File: config.mk
export PLATFORM = sky130hd
export DESIGN_NAME = jtkicker_sdram_ctrl
export DESIGN_NICKNAME = d
export VERILOG_FILES = /design/src/rtl/jtkicker_sdram_ctrl.sv
export SDC_FILE = /design/constraint.sdc
export NUM_CORES = 1
export LEC_CHECK = 0
export ABC_AREA = 1
export CELL_PAD_IN_SITES_DETAIL_PLACEMENT = 0
export CELL_PAD_IN_SITES_GLOBAL_PLACEMENT = 1
export CORE_MARGIN = 1
export CORE_UTILIZATION = 40
export DETAILED_ROUTE_END_ITERATION = 8
export PLACE_DENSITY_LB_ADDON = 0.1
export SETUP_SLACK_MARGIN = 0.5
export SYNTH_ARGS = -nofsm -noshare
export SYNTH_HDL_FRONTEND = slang
export SYNTH_SLANG_ARGS = --single-unit
File: constraint.sdc
create_clock -name clk -period 4.3 [get_ports clk]
set_input_delay 1.075 -clock clk [delete_from_list [all_inputs] [get_ports clk]]
set_output_delay 1.075 -clock clk [all_outputs]
set_load 0.02 [all_outputs]
File: src/rtl/jtkicker_sdram_ctrl.sv
// SDRAM responder for the game ROM read bus and the download write path.
// Single 16-bit SDR chip: power-up init, periodic auto-refresh, BL2 reads, single-word writes.
module jtkicker_sdram_ctrl #(
  parameter int unsigned TRCD       = 2,
  parameter int unsigned CL         = 2,
  parameter int unsigned TRP        = 2,
  parameter int unsigned TWR        = 2,
  parameter int unsigned TRFC       = 7,
  parameter int unsigned REF_PERIOD = 370,
  parameter int unsigned INIT_WAIT  = 4800
) (
  input  logic        clk,
  input  logic        rst_n,
  input  logic        downloading,
  input  logic        sdram_req,
  input  logic [21:0] sdram_addr,
  output logic        sdram_ack,
  output logic [15:0] data_read,
  output logic        data_dst,
  output logic        data_rdy,
  input  logic        prog_we,
  input  logic [21:0] prog_addr,
  input  logic [15:0] prog_data,
  input  logic [1:0]  prog_mask,
  output logic        init_done,
  output logic [3:0]  sd_cmd,
  output logic [1:0]  sd_ba,
  output logic [12:0] sd_a,
  output logic [1:0]  sd_dqm,
  output logic [15:0] sd_dq_out,
  output logic        sd_dq_oe,
  input  logic [15:0] sd_dq_in,
  output logic        sd_cke
);

  localparam logic [3:0] CmdNop   = 4'b0111;
  localparam logic [3:0] CmdAct   = 4'b0011;
  localparam logic [3:0] CmdRead  = 4'b0101;
  localparam logic [3:0] CmdWrite = 4'b0100;
  localparam logic [3:0] CmdPre   = 4'b0010;
  localparam logic [3:0] CmdRef   = 4'b0001;
  localparam logic [3:0] CmdMrs   = 4'b0000;

  // Burst length 2, sequential, CAS latency CL, single-word writes.
  localparam logic [12:0] ModeReg = {3'b000, 1'b1, 2'b00, 3'(CL), 1'b0, 3'b001};

  // Operation lengths counted from the ACT/REF cycle (cnt = 1) to the last busy cycle.
  localparam int unsigned RdLen = TRCD + CL + 2 + TRP;
  localparam int unsigned WrLen = TRCD + TWR + TRP;

  typedef enum logic [2:0] {
    StInitWait, StInitPre, StInitRef, StInitMrs, StIdle, StRead, StWrite, StRefresh
  } state_e;

  state_e      state_q, state_d;
  logic [15:0] cnt_q, cnt_d;
  logic        ref_step_q, ref_step_d;
  logic [15:0] ref_cnt_q, ref_cnt_d;
  logic        ref_pend_q, ref_pend_d;
  logic [1:0]  ba_q, ba_d;
  logic [7:0]  col_q, col_d;
  logic [15:0] wdata_q, wdata_d;
  logic [1:0]  wmask_q, wmask_d;

  logic [3:0]  sd_cmd_q, sd_cmd_d;
  logic [1:0]  sd_ba_q, sd_ba_d;
  logic [12:0] sd_a_q, sd_a_d;
  logic [1:0]  sd_dqm_q, sd_dqm_d;
  logic [15:0] sd_dq_out_q, sd_dq_out_d;
  logic        sd_dq_oe_q, sd_dq_oe_d;
  logic        sd_cke_q, sd_cke_d;
  logic        sdram_ack_q, sdram_ack_d;
  logic        data_dst_q, data_dst_d;
  logic        data_rdy_q, data_rdy_d;
  logic [15:0] data_read_q, data_read_d;
  logic        init_done_q, init_done_d;

  always_comb begin
    state_d     = state_q;
    cnt_d       = cnt_q + 16'd1;
    ref_step_d  = ref_step_q;
    ref_cnt_d   = ref_cnt_q;
    ref_pend_d  = ref_pend_q;
    ba_d        = ba_q;
    col_d       = col_q;
    wdata_d     = wdata_q;
    wmask_d     = wmask_q;
    sd_cmd_d    = CmdNop;
    sd_ba_d     = sd_ba_q;
    sd_a_d      = sd_a_q;
    sd_dqm_d    = 2'b11;
    sd_dq_out_d = sd_dq_out_q;
    sd_dq_oe_d  = 1'b0;
    sd_cke_d    = 1'b1;
    sdram_ack_d = 1'b0;
    data_dst_d  = 1'b0;
    data_rdy_d  = 1'b0;
    data_read_d = data_read_q;
    init_done_d = init_done_q;

    unique case (state_q)
      StInitWait: if (cnt_q == 16'(INIT_WAIT - 1)) begin
        sd_cmd_d = CmdPre;
        sd_a_d   = 13'h0400;
        state_d  = StInitPre;
        cnt_d    = 16'd1;
      end
      StInitPre: if (cnt_q == 16'(TRP)) begin
        sd_cmd_d   = CmdRef;
        ref_step_d = 1'b0;
        state_d    = StInitRef;
        cnt_d      = 16'd1;
      end
      StInitRef: if (cnt_q == 16'(TRFC)) begin
        cnt_d = 16'd1;
        if (!ref_step_q) begin
          sd_cmd_d   = CmdRef;
          ref_step_d = 1'b1;
        end else begin
          sd_cmd_d = CmdMrs;
          sd_ba_d  = 2'b00;
          sd_a_d   = ModeReg;
          state_d  = StInitMrs;
        end
      end
      StInitMrs: if (cnt_q == 16'd2) begin
        init_done_d = 1'b1;
        state_d     = StIdle;
      end
      StIdle: begin
        cnt_d = 16'd1;
        if (ref_pend_q) begin
          sd_cmd_d   = CmdRef;
          ref_pend_d = 1'b0;
          state_d    = StRefresh;
        end else if (downloading && prog_we) begin
          sd_cmd_d    = CmdAct;
          sdram_ack_d = 1'b1;
          sd_ba_d     = prog_addr[21:20];
          sd_a_d      = {1'b0, prog_addr[19:8]};
          ba_d        = prog_addr[21:20];
          col_d       = prog_addr[7:0];
          wdata_d     = prog_data;
          wmask_d     = prog_mask;
          state_d     = StWrite;
        end else if (!downloading && sdram_req) begin
          sd_cmd_d    = CmdAct;
          sdram_ack_d = 1'b1;
          sd_ba_d     = sdram_addr[21:20];
          sd_a_d      = {1'b0, sdram_addr[19:8]};
          ba_d        = sdram_addr[21:20];
          col_d       = sdram_addr[7:0];
          state_d     = StRead;
        end
      end
      StRead: begin
        if (cnt_q == 16'(TRCD)) begin
          sd_cmd_d = CmdRead;
          sd_ba_d  = ba_q;
          sd_a_d   = {2'b00, 1'b1, 2'b00, col_q};
        end
        // Unmask from the READ cycle through the last burst word.
        if (cnt_q >= 16'(TRCD) && cnt_q <= 16'(TRCD + CL + 1)) sd_dqm_d = 2'b00;
        if (cnt_q == 16'(TRCD + CL + 1)) begin
          data_read_d = sd_dq_in;
          data_dst_d  = 1'b1;
        end
        if (cnt_q == 16'(TRCD + CL + 2)) begin
          data_read_d = sd_dq_in;
          data_rdy_d  = 1'b1;
        end
        if (cnt_q == 16'(RdLen)) state_d = StIdle;
      end
      StWrite: begin
        if (cnt_q == 16'(TRCD)) begin
          sd_cmd_d    = CmdWrite;
          sd_ba_d     = ba_q;
          sd_a_d      = {2'b00, 1'b1, 2'b00, col_q};
          sd_dq_oe_d  = 1'b1;
          sd_dq_out_d = wdata_q;
          sd_dqm_d    = wmask_q;
        end
        if (cnt_q == 16'(WrLen)) state_d = StIdle;
      end
      StRefresh: if (cnt_q == 16'(TRFC)) state_d = StIdle;
      default: state_d = StInitWait;
    endcase

    // Placed after the arbiter so a wrap on the serving cycle is not lost.
    if (init_done_q) begin
      if (ref_cnt_q == 16'(REF_PERIOD - 1)) begin
        ref_cnt_d  = 16'd0;
        ref_pend_d = 1'b1;
      end else begin
        ref_cnt_d = ref_cnt_q + 16'd1;
      end
    end
  end

  always_ff @(posedge clk or negedge rst_n) begin
    if (!rst_n) begin
      state_q     <= StInitWait;
      cnt_q       <= 16'd0;
      ref_step_q  <= 1'b0;
      ref_cnt_q   <= 16'd0;
      ref_pend_q  <= 1'b0;
      ba_q        <= 2'b00;
      col_q       <= 8'd0;
      wdata_q     <= 16'd0;
      wmask_q     <= 2'b11;
      sd_cmd_q    <= CmdNop;
      sd_ba_q     <= 2'b00;
      sd_a_q      <= 13'd0;
      sd_dqm_q    <= 2'b11;
      sd_dq_out_q <= 16'd0;
      sd_dq_oe_q  <= 1'b0;
      sd_cke_q    <= 1'b1;
      sdram_ack_q <= 1'b0;
      data_dst_q  <= 1'b0;
      data_rdy_q  <= 1'b0;
      data_read_q <= 16'd0;
      init_done_q <= 1'b0;
    end else begin
      state_q     <= state_d;
      cnt_q       <= cnt_d;
      ref_step_q  <= ref_step_d;
      ref_cnt_q   <= ref_cnt_d;
      ref_pend_q  <= ref_pend_d;
      ba_q        <= ba_d;
      col_q       <= col_d;
      wdata_q     <= wdata_d;
      wmask_q     <= wmask_d;
      sd_cmd_q    <= sd_cmd_d;
      sd_ba_q     <= sd_ba_d;
      sd_a_q      <= sd_a_d;
      sd_dqm_q    <= sd_dqm_d;
      sd_dq_out_q <= sd_dq_out_d;
      sd_dq_oe_q  <= sd_dq_oe_d;
      sd_cke_q    <= sd_cke_d;
      sdram_ack_q <= sdram_ack_d;
      data_dst_q  <= data_dst_d;
      data_rdy_q  <= data_rdy_d;
      data_read_q <= data_read_d;
      init_done_q <= init_done_d;
    end
  end

  assign sd_cmd    = sd_cmd_q;
  assign sd_ba     = sd_ba_q;
  assign sd_a      = sd_a_q;
  assign sd_dqm    = sd_dqm_q;
  assign sd_dq_out = sd_dq_out_q;
  assign sd_dq_oe  = sd_dq_oe_q;
  assign sd_cke    = sd_cke_q;
  assign sdram_ack = sdram_ack_q;
  assign data_dst  = data_dst_q;
  assign data_rdy  = data_rdy_q;
  assign data_read = data_read_q;
  assign init_done = init_done_q;

endmodule

## Yosys cells after proc, flatten, opt, wreduce, memory -nomap -nowiden

Cells that the tools add are included.

- Register bits after elaboration: 123
- Latch bits: 0
- Bits in writable memories: 0
- Bits in read-only memories: 0
- Output and inout bits: 59
- Memories: 0

- Add/sub/neg operators: 2
- Multipliers: 0
- Divide/modulo/power cells: 0
- Order comparisons: 2
- Equality and inequality tests: 26
- Shift-type cells: 0
- Multiplexer cells: 65
- Bitwise logic cells: 1
- Reduce and logical (&&, ||, !) cells: 20

Operator list:

| cell | count |
|---|---|
| 16-bit 2-to-1 mux | 6 |
| 13-bit 2-to-1 mux | 7 |
| 16-bit case mux with 4 select lines | 1 |
| 13-bit case mux with 4 select lines | 1 |
| 3-bit 2-to-1 mux | 17 |
| 16-bit by 3-bit equality test with 1-bit output (second input constant) | 3 |
| 16-bit by 1-bit adder with 16-bit output (second input constant) | 2 |
| 3-bit case mux with 8 select lines | 1 |
| 2-bit 2-to-1 mux | 10 |
| 2-bit inequality test (second input constant) | 9 |
| 3-bit case mux with 6 select lines | 1 |
| 16-bit by 13-bit equality test with 1-bit output (second input constant) | 1 |
| 16-bit by 2-bit equality test with 1-bit output (second input constant) | 1 |
| 16-bit by 4-bit equality test with 1-bit output (second input constant) | 1 |
| 16-bit by 9-bit equality test with 1-bit output (second input constant) | 1 |
| 16-bit by 2-bit greater-or-equal comparator with 1-bit output (second input constant) | 1 |
| 16-bit by 3-bit <= comparator with 1-bit output (second input constant) | 1 |
| 1-bit 2-to-1 mux | 16 |
| 8-bit 2-to-1 mux | 2 |
| 3-bit equality test (second input constant) | 4 |
| 3-bit AND reduction | 3 |
| 9-bit AND reduction | 1 |
| 7-bit AND reduction | 1 |
| 3-bit by 2-bit equality test with 1-bit output (second input constant) | 2 |
| 17 further kinds | 23 |

## Longest topological paths before layout

- Depth after elaboration: 6
- Depth in mapped cells: 13
- Gate-level depth less buffers: 11

## Worst setup path after synthesis

Ideal clock, no wire load.

- Path type: input to register
- From: input downloading
- To: register sd_a_q[0] (netlist: sd_a[0])
- Setup time: 0.117 ns
- Arrival: 2.015 ns
- Setup slack: 2.168 ns
- Cell stages on the path: 10
- Path buffers: 1
- Path through: nand2_1 -> o21ai_0 -> nand2_1 -> nand2_1 -> nand2_2 -> nor2_4 -> nand3_2 -> buf_6 -> nand2_1 -> nand2_1

- Cells in the longest elaborated chain, start to end: 4
- Elaborated cells between the ends (all ways): 8

RTL lines:

| element | line | text |
|---|---|---|
| start: declaration | 14 | `input logic downloading,` |
| 1-bit zero test or 1-bit logical AND (tied branches) | 146, 136 |  |
| 1-bit logical AND or 13-bit 2-to-1 mux (tied branches) | 146, 136 |  |
| 3-bit inequality test (no source line) or 13-bit 2-to-1 mux (tied branches) | - |  |
| 7-bit AND reduction (no source line) or 13-bit case mux with 4 select lines (tied branches) | - |  |
| end signal: assignment | 213 | `sd_a_q <= 13'd0;` |
| end signal: assignment | 235 | `sd_a_q <= sd_a_d;` |
| end: declaration | 67 | `logic [12:0] sd_a_q, sd_a_d;` |

Parallel ways exist; a longest one is shown, timed or not. The select of a mux whose other input is x is not followed.
A chain may end at the register's enable or synchronous reset.

## Worst setup path after layout

- From: register init_done_q (netlist: init_done)
- To: output init_done

RTL lines:

| element | line | text |
|---|---|---|
| start: declaration | 76 | `logic init_done_q, init_done_d;` |
| start signal: assignment | 244 | `init_done_q <= init_done_d;` |
| end: declaration | 25 | `output logic init_done,` |

No word-level cell between the ends.

==> impl_metrics.ini <==
[outcome]
status = finished with violations
violations = DRC

[global_routing]
grt_pass1_wl_um = 25300
grt_overflow = 0
grt_usage = 0.202
grt_max_degree = 74
antenna_found_initial = 0
grt_pass1_vias = 5212

[critical_path]
criticalPathCategory = flop to output pin
cp-end-kind = output pin
worst-path-buf-inv = 1
crit_required_ns = 3.22
crit_arrival_ns = 1.73
crit_family = buffers and inverters
crit_path_start_kind = flop
cp_slowest_cell = clkdlybuf4s50_1
cp_slowest_stage_delay_ns = 0.69
crit_path_cell_trace = clkdlybuf4s50_1
cp_max_fo = 14

[finish]
final_cell_mix = nand2_1 (191), clkdlybuf4s50_1 (137), dfrtp_1 (114), nor2_1 (78), inv_1 (76)
syn_to_final_growth_pct = 34.6
fin_nets = 973
utilization = 0.556
fill_cells = 1376
drive_gt1_frac = 0.105
diodes = 0
final_common_cell = nand2_1
fin_cells = 1080
final-seq-area_um2 = 3040
multi_input_area_um2 = 2580

[synth]
seq_area_frac_synth = 0.500
netlist_instances = 748
synth_compound_area_frac = 0.0820
synth_xor_area_frac = 0.0231
synth_top_family_by_area = simple AND/OR/NAND/NOR gates
synthArstFlopShare = 1.00
synth_edf_count = 0
synth.distinct_cells = 40
syn_area_per_cell_um2 = 8.12
synth_mux_area_frac = 0.00556
yosys.area_share.simple = 0.299
synth_fa_ha_area_frac = 0.0144
synth_ff_type = dfrtp_1
ys_ff_latch = 121
synth_warnings = 0
syn_area_um2 = 6070

[clock_tree]
clockBufferDepth = 2
clk_latency_ns = 0.43
ctsHtreeMaxLevel = 4
cts.repair.resized = 0
clock-sinks = 121
cts_setup_buffers = 0
numCtsBuffers = 17
cts_tree = built
clk_pin_slew_ns = 0.06
cts_hold_buf = 0
clockRootBuffer = clkbuf_16

[sta]
finalSetupViolCount = 0
period_minus_slack_ns = 2.81
finalCritPeriodShare = 0.653
fmax_mhz = 356
finalHoldViolCount = 0
final_max_slew_viol_count = 0
worst_slew_pin_slew_ns = 0.939
finClkSkew_ns = 0.0138
slew_headroom = 0.374
tns_ns = 0
rsz0062_at_grt = no

[power_and_ir_drop]
power_density_nw_per_um2 = 609
p_leak_nw = 3.83
ir_drop_mv = 0.332

[drt]
drc = 15
vias = 5215
via_per_inst = 4.83
wl_per_cell_um = 13.7
firstDrtPassIters = 9
drt-total-wl_um = 14800
drt_iter0_drc = 383
ant_nets = 0

[run]
timing.max_cap.violations = 0

[floorplanning]
fp.dieW_um = 125
die_area_um2 = 15700
die_height_um = 125
core_area_um2 = 14700
initial_core_util = 0.413
pin_count = 142
row_count = 44

[hold_path]
hold_path_class = flop to flop

[placed_design]
io_buffers = 138
dp_hpwl_um = 10900
place_inst = 1048
place_congestion = 0.818
-- cell families (layout without fill, tap and decap cells) --
kind of cell,count (synthesis),after routing
buf+inv,108,255
simple gates,398,398
other cells,2,3
fa+ha+maj,7,7
xor+xnor,16,16
compound gates,93,93
flops,121,121
mux,3,3
-- path summary, 6_finish.rpt --
path	slack, ns	end	cells past startpoint	startpoint
min reg2reg	0.47	data_read[6]	2	data_read[6]
max in group asynchronous	2.75	sd_dq_out[7]	2	rst_n
min in group asynchronous	0.79	ref_cnt_q[13]	1	rst_n
max reg2reg	2.14	sd_dq_out[1]	8	cnt_q[0]
min	0.47	data_read[6]	2	data_read[6]
max	1.49	init_done	1	init_done
-- final cells by class --
class,instances,share of cell area
Inverter,82,0.0383
Clock buffer,18,0.0537
Tap cell,184,0.0282
Timing Repair Buffer,141,0.173
Multi-Input combinational cell,520,0.316
Clock inverter,14,0.0194
Sequential cell,121,0.371
-- flip-flops by register name, summed over array words and instances, names as in the netlist --
register	cells
sd_dqm	2
sd_dq_out	16
sd_cmd	3
cnt_q	16
data_read	16
ref_cnt_q	16
init_done	1
ba_q	2
data_rdy	1
state_q	3
wmask_q	2
sd_dq_oe	1
wdata_q	16
col_q	8
ref_step_q	1
sd_a	12
sd_ba	2
sdram_ack	1
ref_pend_q	1
data_dst	1
-- stage by stage --
stage | hold slack (ns) | cell area [µm²] | worst slack (ns) | total power [mW]
floorplan | 0.444 | 6080 | 2.17 | 2.83
global placement | 0.455 | 7580 | 1.36 | 3.54
detailed placement | 0.457 | 7580 | 1.25 | 3.58
CTS | 0.472 | 8180 | 1.46 | 5.04
global route | 0.500 | 8180 | 1.40 | 5.31
finish | 0.469 | 8180 | 1.49 | 4.98
-- routing by layer --
layer,wire length (µm),global-route usage,share of wire
met3,837,0.0505,0.057
met4,125,0.0717,0.0084
met2,6830,0.324,0.46
met5,0,0,0
met1,7010,0.266,0.47
-- worst reg2reg max path: cells and delay by family (launching register included) --
kind            cells  cell delay [ns]
compound gates      1             0.21
fa+ha+maj           1             0.24
flops               1             0.43
buf+inv             2             0.76
simple gates        4             0.35
-- Yosys cell counts, types with 2 or more instances --
cell type  number  area [µm²]
a21oi_1        22         110
a31oi_1         8        50.1
buf_2          10        50.1
buf_4           3        22.5
buf_6           3        33.8
clkbuf_1        9        33.8
conb_1          2        7.51
dfrtp_1       114        2850
dfstp_2         7         184
ha_1            7        87.6
inv_1          76         285
inv_2           5        18.8
mux2_2          3        33.8
nand2_1       191         717
nand2_2         7        43.8
nand2_4         6        67.6
nand3_1        52         260
nand4_1        16         100
nor2_1         78         293
nor2_2         19         119
nor2_4          3        33.8
nor2_8          2        40.0
nor3_1         15        75.1
nor4_1          4        25.0
o21ai_0        49         245
o21ai_1         4        20.0
o21bai_1        2        15.0
o22ai_1         4        25.0
or2_2           2        12.5
xnor2_1         2        17.5
xor2_1         14         123
-- power by group --
group	leakage, nW	internal, mW	total [mW]	switching [mW]
Clock	0.289	0.880	1.44	0.557
Combinational	2.04	0.749	1.81	1.07
Sequential	1.50	1.52	1.73	0.202
Total	3.83	3.15	4.98	1.82
Note: power is estimated with default switching activity, not from simulation.
